===== src/rtl/hazard_ctrl.sv =====
// Stall/flush controller for the F/D/E/M/W pipeline: load-use, mul/div occupancy, memory wait, exception redirect.
// Optional HAZARD_PERF_CNT_EN adds perfStallCycles / perfFlushEvents counters.
module hazard_ctrl #(
    parameter int MUL_CYCLES = 3,
    parameter int DIV_CYCLES = 34,
    parameter int CNT_W      = 6
) (
    input  logic             clk,
    input  logic             resetn,
    input  logic [4:0]       rsD,
    input  logic [4:0]       rtD,
    input  logic             useRsD,
    input  logic             useRtD,
    input  logic             memReadE,
    input  logic             regWriteE,
    input  logic [4:0]       writeRegE,
    input  logic             mdStartE,
    input  logic             isDivE,
    input  logic             iWait,
    input  logic             dWait,
    input  logic             exceptionM,
    output logic             stallF,
    output logic             stallD,
    output logic             stallE,
    output logic             stallM,
    output logic             flushD,
    output logic             flushE,
    output logic             flushM,
    output logic             flushW,
    output logic             mdBusy,
    output logic             mdAbort,
`ifdef HAZARD_PERF_CNT_EN
    output logic [31:0]      perfStallCycles,
    output logic [31:0]      perfFlushEvents,
`endif
    output logic [1:0]       dbg_state
);

    typedef enum logic [1:0] {
        RUN      = 2'd0,
        MD_WAIT  = 2'd1,
        EXC_KILL = 2'd2
    } state_t;

    // The start cycle is itself a stall cycle, so the counter holds the remaining MD_WAIT cycles (L-2).
    localparam logic [CNT_W-1:0] MUL_LD = (MUL_CYCLES > 2) ? CNT_W'(MUL_CYCLES - 2) : '0;
    localparam logic [CNT_W-1:0] DIV_LD = (DIV_CYCLES > 2) ? CNT_W'(DIV_CYCLES - 2) : '0;
    localparam logic MUL_MULTI = (MUL_CYCLES > 1);
    localparam logic DIV_MULTI = (DIV_CYCLES > 1);
    localparam logic MUL_WAIT  = (MUL_CYCLES > 2);
    localparam logic DIV_WAIT  = (DIV_CYCLES > 2);

    state_t           state_q, state_d;
    logic [CNT_W-1:0] cnt_q, cnt_d;

    logic in_run, in_wait, in_kill;
    logic md_start, load_use;

    assign dbg_state = state_q;

    always_comb begin
        state_d  = state_q;
        cnt_d    = cnt_q;
        stallF   = 1'b0;
        stallD   = 1'b0;
        stallE   = 1'b0;
        stallM   = 1'b0;
        flushD   = 1'b0;
        flushE   = 1'b0;
        flushM   = 1'b0;
        flushW   = 1'b0;
        mdAbort  = 1'b0;

        in_run   = (state_q == RUN);
        in_wait  = (state_q == MD_WAIT);
        in_kill  = (state_q == EXC_KILL);
        md_start = in_run & mdStartE & (isDivE ? DIV_MULTI : MUL_MULTI);
        mdBusy   = in_wait | md_start;
        load_use = memReadE & regWriteE & (writeRegE != 5'd0) &
                   ((useRsD & (rsD == writeRegE)) | (useRtD & (rtD == writeRegE)));

        if (exceptionM) begin
            flushD  = 1'b1;
            flushE  = 1'b1;
            flushM  = 1'b1;
            mdAbort = in_wait | (in_run & mdStartE);
            state_d = EXC_KILL;
            cnt_d   = '0;
        end else begin
            case (state_q)
                RUN: begin
                    if (md_start) begin
                        cnt_d   = isDivE ? DIV_LD : MUL_LD;
                        state_d = (isDivE ? DIV_WAIT : MUL_WAIT) ? MD_WAIT : RUN;
                    end
                end
                MD_WAIT: begin
                    // Self-timed: keeps counting through dWait.
                    cnt_d = (cnt_q == '0) ? '0 : cnt_q - CNT_W'(1);
                    if (cnt_d == '0) state_d = RUN;
                end
                default: state_d = RUN;
            endcase

            if (dWait) begin
                stallF = 1'b1;
                stallD = 1'b1;
                stallE = 1'b1;
                stallM = 1'b1;
                flushW = 1'b1;
            end
            if (mdBusy) begin
                stallF = 1'b1;
                stallD = 1'b1;
                stallE = 1'b1;
                flushM = ~stallM;
            end
            if (load_use && !dWait) begin
                stallF = 1'b1;
                stallD = 1'b1;
                flushE = ~stallE;
            end
            if (iWait && !dWait) begin
                stallF = 1'b1;
                flushD = ~stallD;
            end
            // The wrong-path instruction fetched during the redirect must go, even if D is held.
            if (in_kill) begin
                flushD = 1'b1;
                stallD = 1'b0;
            end
        end
    end

    always_ff @(posedge clk) begin
        if (!resetn) begin
            state_q <= RUN;
            cnt_q   <= '0;
        end else begin
            state_q <= state_d;
            cnt_q   <= cnt_d;
        end
    end

`ifdef HAZARD_PERF_CNT_EN
    logic [31:0] perf_stall_q, perf_stall_d;
    logic [31:0] perf_flush_q, perf_flush_d;

    always_comb begin
        perf_stall_d = perf_stall_q + {31'd0, stallF};
        perf_flush_d = perf_flush_q + {31'd0, exceptionM};
    end

    always_ff @(posedge clk) begin
        if (!resetn) begin
            perf_stall_q <= '0;
            perf_flush_q <= '0;
        end else begin
            perf_stall_q <= perf_stall_d;
            perf_flush_q <= perf_flush_d;
        end
    end

    assign perfStallCycles = perf_stall_q;
    assign perfFlushEvents = perf_flush_q;
`endif

endmodule


===== config.mk =====
export PLATFORM = sky130hd
export DESIGN_NAME = hazard_ctrl
export DESIGN_NICKNAME = d
export VERILOG_FILES = /design/src/rtl/hazard_ctrl.sv
export SDC_FILE = /design/constraint.sdc
export NUM_CORES = 1
export LEC_CHECK = 0
export BUFFER_PORTS_ARGS = -buffer_cell sky130_fd_sc_hd__buf_4
export CAP_MARGIN = 20
export CORE_UTILIZATION = 48
export CTS_BUF_LIST = sky130_fd_sc_hd__clkbuf_2 sky130_fd_sc_hd__clkbuf_4 sky130_fd_sc_hd__clkbuf_8
export CTS_CLUSTER_SIZE = 20
export DETAILED_ROUTE_END_ITERATION = 10
export GPL_ROUTABILITY_DRIVEN = 0
export GPL_TIMING_DRIVEN = 0
export PLACE_DENSITY = 0.93
export SLEW_MARGIN = 25
export SYNTH_ARGS = -nofsm -noshare
export SYNTH_HDL_FRONTEND = slang
export SYNTH_SLANG_ARGS = --single-unit
export TNS_END_PERCENT = 20

===== constraint.sdc =====
create_clock -name clk -period 2.88 [get_ports clk]
set_input_delay 0.432 -clock clk [delete_from_list [all_inputs] [get_ports clk]]
set_output_delay 0.432 -clock clk [all_outputs]
set_load 0.05 [all_outputs]

## Yosys cells after proc, flatten, opt, wreduce, memory -nomap -nowiden

Cells that the tools add are included.

- Output and inout bits: 12
- Logic and storage cells: 65
- Input port bits: 26
- Register bits after elaboration: 8

- Mux-type cells: 29
- Bitwise logic cells: 12
- $add $sub $neg: 1
- Equal/unequal tests: 8
- Reduce and logical (&&, ||, !) cells: 12

Operators with widths:

| operator | number |
|---|---|
| $mux W1 | 21 |
| $mux W6 | 3 |
| $logic_not A6 Y1 | 2 |
| $pmux W6 S2 | 1 |
| $eq A5 B5 Y1 | 2 |
| $and A1 B1 Y1 | 6 |
| $mux W2 | 3 |
| $ne A3 B2 Y1 const B | 2 |
| $reduce_and A2 Y1 | 3 |
| $sub A6 B1 Y6 const B | 1 |
| $reduce_bool A5 Y1 | 1 |
| $ne A2 B1 Y1 const B | 2 |
| $not A1 Y1 | 4 |
| $pmux W2 S2 | 1 |
| $eq A2 B1 Y1 const B | 1 |
| $eq A2 B2 Y1 const B | 1 |
| $logic_and A1 B1 Y1 | 2 |
| $logic_not A2 Y1 | 1 |
| $or A1 B1 Y1 | 2 |
| $reduce_bool A2 Y1 | 1 |
| $reduce_or A2 Y1 | 1 |
| $logic_not A1 Y1 | 1 |

## Depth between registers and ports, before layout

- Depth after elaboration: 11
- Mapped depth: 7
- Depth with buffers taken out: 7

## Worst setup path after synthesis

No wires, ideal clock.

- Path type: register to output
- Start point: register state_q[0], in the netlist dbg_state[0]
- End point: output stallD
- Stages on the path, launching flop included: 6
- Data arrival time: 2.417 ns
- Buffers on the path: 0
- Required time: 2.448 ns
- Slack: 0.031 ns
- Cells stage by stage: dfxtp_1 -> nor2_1 -> or2_2 -> inv_1 -> nor2_1 -> a21oi_1

- Cells in the longest elaborated chain, start to end: 8
- Elaborated cells between the ends (all ways): 10
- Those cells by class: eq/ne: 2; mux: 5; bitwise: 2; reduce/logical: 1

RTL lines:

| item | RTL line | text |
|---|---|---|
| start: declaration | 53 | `state_t state_q, state_d;` |
| start signal: assignment | 140 | `state_q <= state_d;` |
| $logic_not A2 Y1 | 74 | `in_run = (state_q == RUN);` |
| $and A1 B1 Y1 | 77 | `md_start = in_run & mdStartE & (isDivE ? DIV_MULTI : MUL_MULTI);` |
| $or A1 B1 Y1 (*) | 78 | `mdBusy = in_wait \| md_start;` |
| via mdBusy | 30 | `output logic mdBusy,` |
| $mux W1 (*) | 112 | `if (mdBusy) begin` |
| $mux W1 (*) | 118 | `if (load_use && !dWait) begin` |
| $mux W1 (*) | 82 | `if (exceptionM) begin` |
| $mux W1 (*) | 128 | `if (in_kill) begin` |
| $mux W1 (*) | 82 |  |
| end: declaration | 23 | `output logic stallD,` |

The timed path passes the listed nets; every way through them passes the cells marked *. The select of a mux whose other input is x is not followed.

## Final worst setup path

- Start point: register state_q[0], in the netlist dbg_state[0]
- End point: output flushD

- Cells in the longest elaborated chain, start to end: 10
- Elaborated cells between the ends (all ways): 12
- Those cells by class: eq/ne: 2; mux: 6; bitwise: 3; reduce/logical: 1

RTL lines:

| item | RTL line | text |
|---|---|---|
| $logic_not A2 Y1 | 74 |  |
| $and A1 B1 Y1 | 77 |  |
| $or A1 B1 Y1 | 78 |  |
| $mux W1 | 112 |  |
| $mux W1 | 118 |  |
| $mux W1 | 82 |  |
| $not A1 Y1 | 125 | `flushD = ~stallD;` |
| $mux W1 | 123 | `if (iWait && !dWait) begin` |
| $mux W1 (*) | 128 |  |
| $mux W1 (*) | 82 |  |
| end: declaration | 26 | `output logic flushD,` |

Every way passes the cells marked *; elsewhere a longest branch is shown, timed or not. The select of a mux whose other input is x is not followed.

==> qor.csv <==
stage,metric,value,unit
worst_setup_path,critical path capture point type,output pin,
route,total length of routed met3 wires,118,um
route,Antenna Nets Post-Route,0,
clock_network,Setup Buffers After CTS,0,
clock_network,Post-CTS Hold Buffers,0,
floorplanning,I/O Pins,38,
global_route,Overflow after GRT,0,
worst_setup_path,worst-case register-to-register setup slack,1.43,ns
layout,share of cells above drive strength 1,32.82,%
min_path,beginning of the worst hold path,resetn,
worst_setup_path,critical path data arrival time,1.77,ns
clock_network,clock transition at the registers of the reported paths,0.05,ns
route,starting DRC count in detailed routing,35,
sta,final setup vio count,0,
floorplanning,Die H,39.42,um
yosys,synthesized instance count,92,
pwr,areal power density over the cells,351.4,mW/mm^2
worst_setup_path,data required time of the worst path,2.45,ns
sta,part of the cycle the worst path needs,76.61,%
floorplanning,Starting Density,51.63,%
pwr,total power after layout,345.6,uW
yosys,"Cell Area, Synth",671.9,um^2
status,outcome,completed,
route,detailed-routed wire length on met2,1.068,mm
yosys,post-synth top area share,23.84,%
sta,smallest hold slack,0.3858,ns
layout,Post-layout nets,161,
route,drc violations,0,
layout,most frequent cells in the layout,"buf_4 (37), nor2_1 (12), xnor2_1 (10)",
sta,maximum achievable frequency,453.2,MHz
global_route,number of global-route vias before repair,694,
route,"wirelength, routed",1.985,mm
route,number of vias in the routed layout,815,
run,max_cap viols,0,
layout,area growth from synthesis to final layout,46.37,%
floorplanning,die span in x,39.42,um
sta,clock tree skew after final layout,0.002389,ns
sta,Worst slew margin,65.43,%
sta,Sum Neg Setup Slack,0,ns
route,met1 WL,780,um
sta,hold violation count in the final report,0,
route,per-cell routed wire length,13.60,um
worst_setup_path,Critical R2R Capture,cnt_q[3]$_SDFFE_PP0P_,
worst_setup_path,largest driver fanout on the critical path,8,
yosys,Yosys reg bits,8,
global_route,number of antenna violations at the first check in global routing,0,
yosys,Post-Syn Nets,120,
global_route,maximum number of pins on one net before global-route repair,11,
sta,slew at the pin closest to its max-slew limit,0.5175,ns
route,routed via count divided by cell count,5.582,
yosys,Mapped Avg Cell Area,7.303,um^2
layout,Diodes inserted,0,
route,uppermost metal layer occupied by signal nets,met4,
yosys,count of warnings emitted by yosys,0,
clock_network,CTS H-tree depth,1,
yosys,leading area contributor after synthesis,dfxtp_1,
worst_setup_path,RR Startpoint,dbg_state[0]$_SDFFE_PP0P_,
global_route,Tot GR Track Use,28.39,%
yosys,number of distinct library cells after synthesis,33,
layout,"leading cell type in the layout, fill and taps excluded",buf_4,
clock_network,CTS tree,yes,
worst_setup_path,startpoint types,flop,
clock_network,post-CTS sizing,0,
yosys,"top cells by area, synth","dfxtp_1 (24%), xnor2_1 (13%), nor2_1 (6.7%), a21oi_1 (5.2%), nor3_1 (4.5%)",
floorplanning,area of the die,0.001554,mm^2
worst_setup_path,Setup CP Type,flop to output pin,
worst_setup_path,cell count of the worst reg-to-reg path,6,
pwr,leakage,0.4194,nW
pwr,worst IR drop on VDD,0.2223,mV
floorplanning,Core Area,0.001301,mm^2
min_path,Hold Path Cell Cnt,2,
sta,Final Slew Violations,0,
clock_network,Max clock buf depth,2,
sta,Period minus WS final,2.206,ns
clock_network,clock insertion delay at the later pin of the skew report,0.26,ns
layout,Filler Cells Inserted,112,
clock_network,Clock Sinks,8,
min_path,worst min-delay path endpoint,dbg_state[1]$_SDFFE_PN0P_,
yosys,portion of the post-synthesis area used by sequential elements,23.84,%
floorplanning,Rows,13,
clock_network,TritonCTS Buffers,3,
clock_network,cell at the root of the clock tree,clkbuf_4,
route,router iterations before antenna repair,4,
global_route,wire length of the first global-routing pass,2.960,mm
sta,unrepaired setup endpoints after global routing,no,
placed_design,HPWL reported at the end of detailed placement,1.564,mm
min_path,worst min-delay path category,input port to flop,
placed_design,count of input and output buffers,36,
sequential cells by signal, summed over array words and instances (netlist names):
name and flops:
dbg_state 2, cnt_q 6
synth_stat cells (all sizes together):
cell	number
a21o	1
a21oi	7
a311oi	1
a31o	1
a31oi	1
and2	2
buf	1
clkbuf	2
dfxtp	8
ha	2
inv	4
mux2i	1
nand2	8
nand2b	3
nand3	1
nand3b	1
nand4	2
nor2	12
nor2b	1
nor3	6
nor3b	1
o211ai	2
o21ai	5
o21bai	2
o22ai	1
o32a	1
o32ai	1
or2	1
or3	1
or4	1
xnor2	10
xor2	1
how the worst max path moves through the flow:
stage / from / endpoint / slack, ns / cells after the start
after CTS: dbg_state[0]$_SDFFE_PP0P_ / flushD / 0.69 / 6
final: dbg_state[0]$_SDFFE_PP0P_ / flushD / 0.67 / 6
after floorplan: dbg_state[0]$_SDFFE_PP0P_ / stallD / 0.03 / 5
after global placement: writeRegE[1] / flushD / 0.78 / 5
after global routing: dbg_state[0]$_SDFFE_PP0P_ / flushD / 0.60 / 6
after detailed placement: writeRegE[1] / flushD / 0.75 / 5
per-stage QoR:
step	instance area, um^2	setup WS (ns)	utilization (%)	instances
3_5_place_dp	960.9	0.7528	73.85	143
3_3_place_gp	960.9	0.7839	73.85	143
2_1_floorplan	671.9	0.03104	-	92
5_1_grt	983.4	0.5986	75.58	146
6_report	983.4	0.6736	75.58	146
4_1_cts	983.4	0.6922	75.58	146
final cells by class:
class	instances	area, um^2	area share (%)
well taps	15	18.77	1.908
inverters	4	15.01	1.527
plain buffers	3	15.01	1.527
flip-flops and latches	8	160.2	16.29
multi-input cells	77	481.7	48.98
repair buffers	36	270.3	27.48
clock buffers	3	22.52	2.290
cells by family after synthesis:
family,Yosys count,synth area share [%]
fa+ha+maj,2,3.724
buf+inv,7,4.469
simple gates,40,29.61
xor+xnor,11,14.34
mux,1,1.490
flops,8,23.84
compound gates,23,22.53
where the power goes:
| group | total, mW | internal [mW] | switching [mW] |
|---|---|---|---|
| clock network | 0.0885 | 0.0478 | 0.0406 |
| registers | 0.116 | 0.113 | 0.00268 |
| logic | 0.141 | 0.0597 | 0.0814 |
worst max-delay path, cell delays in order (launching register included):
cell and delay [ns]:
dfxtp_1 0.38, nor2_1 0.06, or2_2 0.32, inv_1 0.21
nor2_1 0.11, a31o_1 0.24, buf_4 0.19
per-layer routing:
layer,vias to the layer above,GRT usage (%)
met5,-,0
met4,0,4.310
met3,2,8.523
met2,39,52.46
met1,371,31.74
li1,403,-
Note: power is estimated with default switching activity, not from simulation.
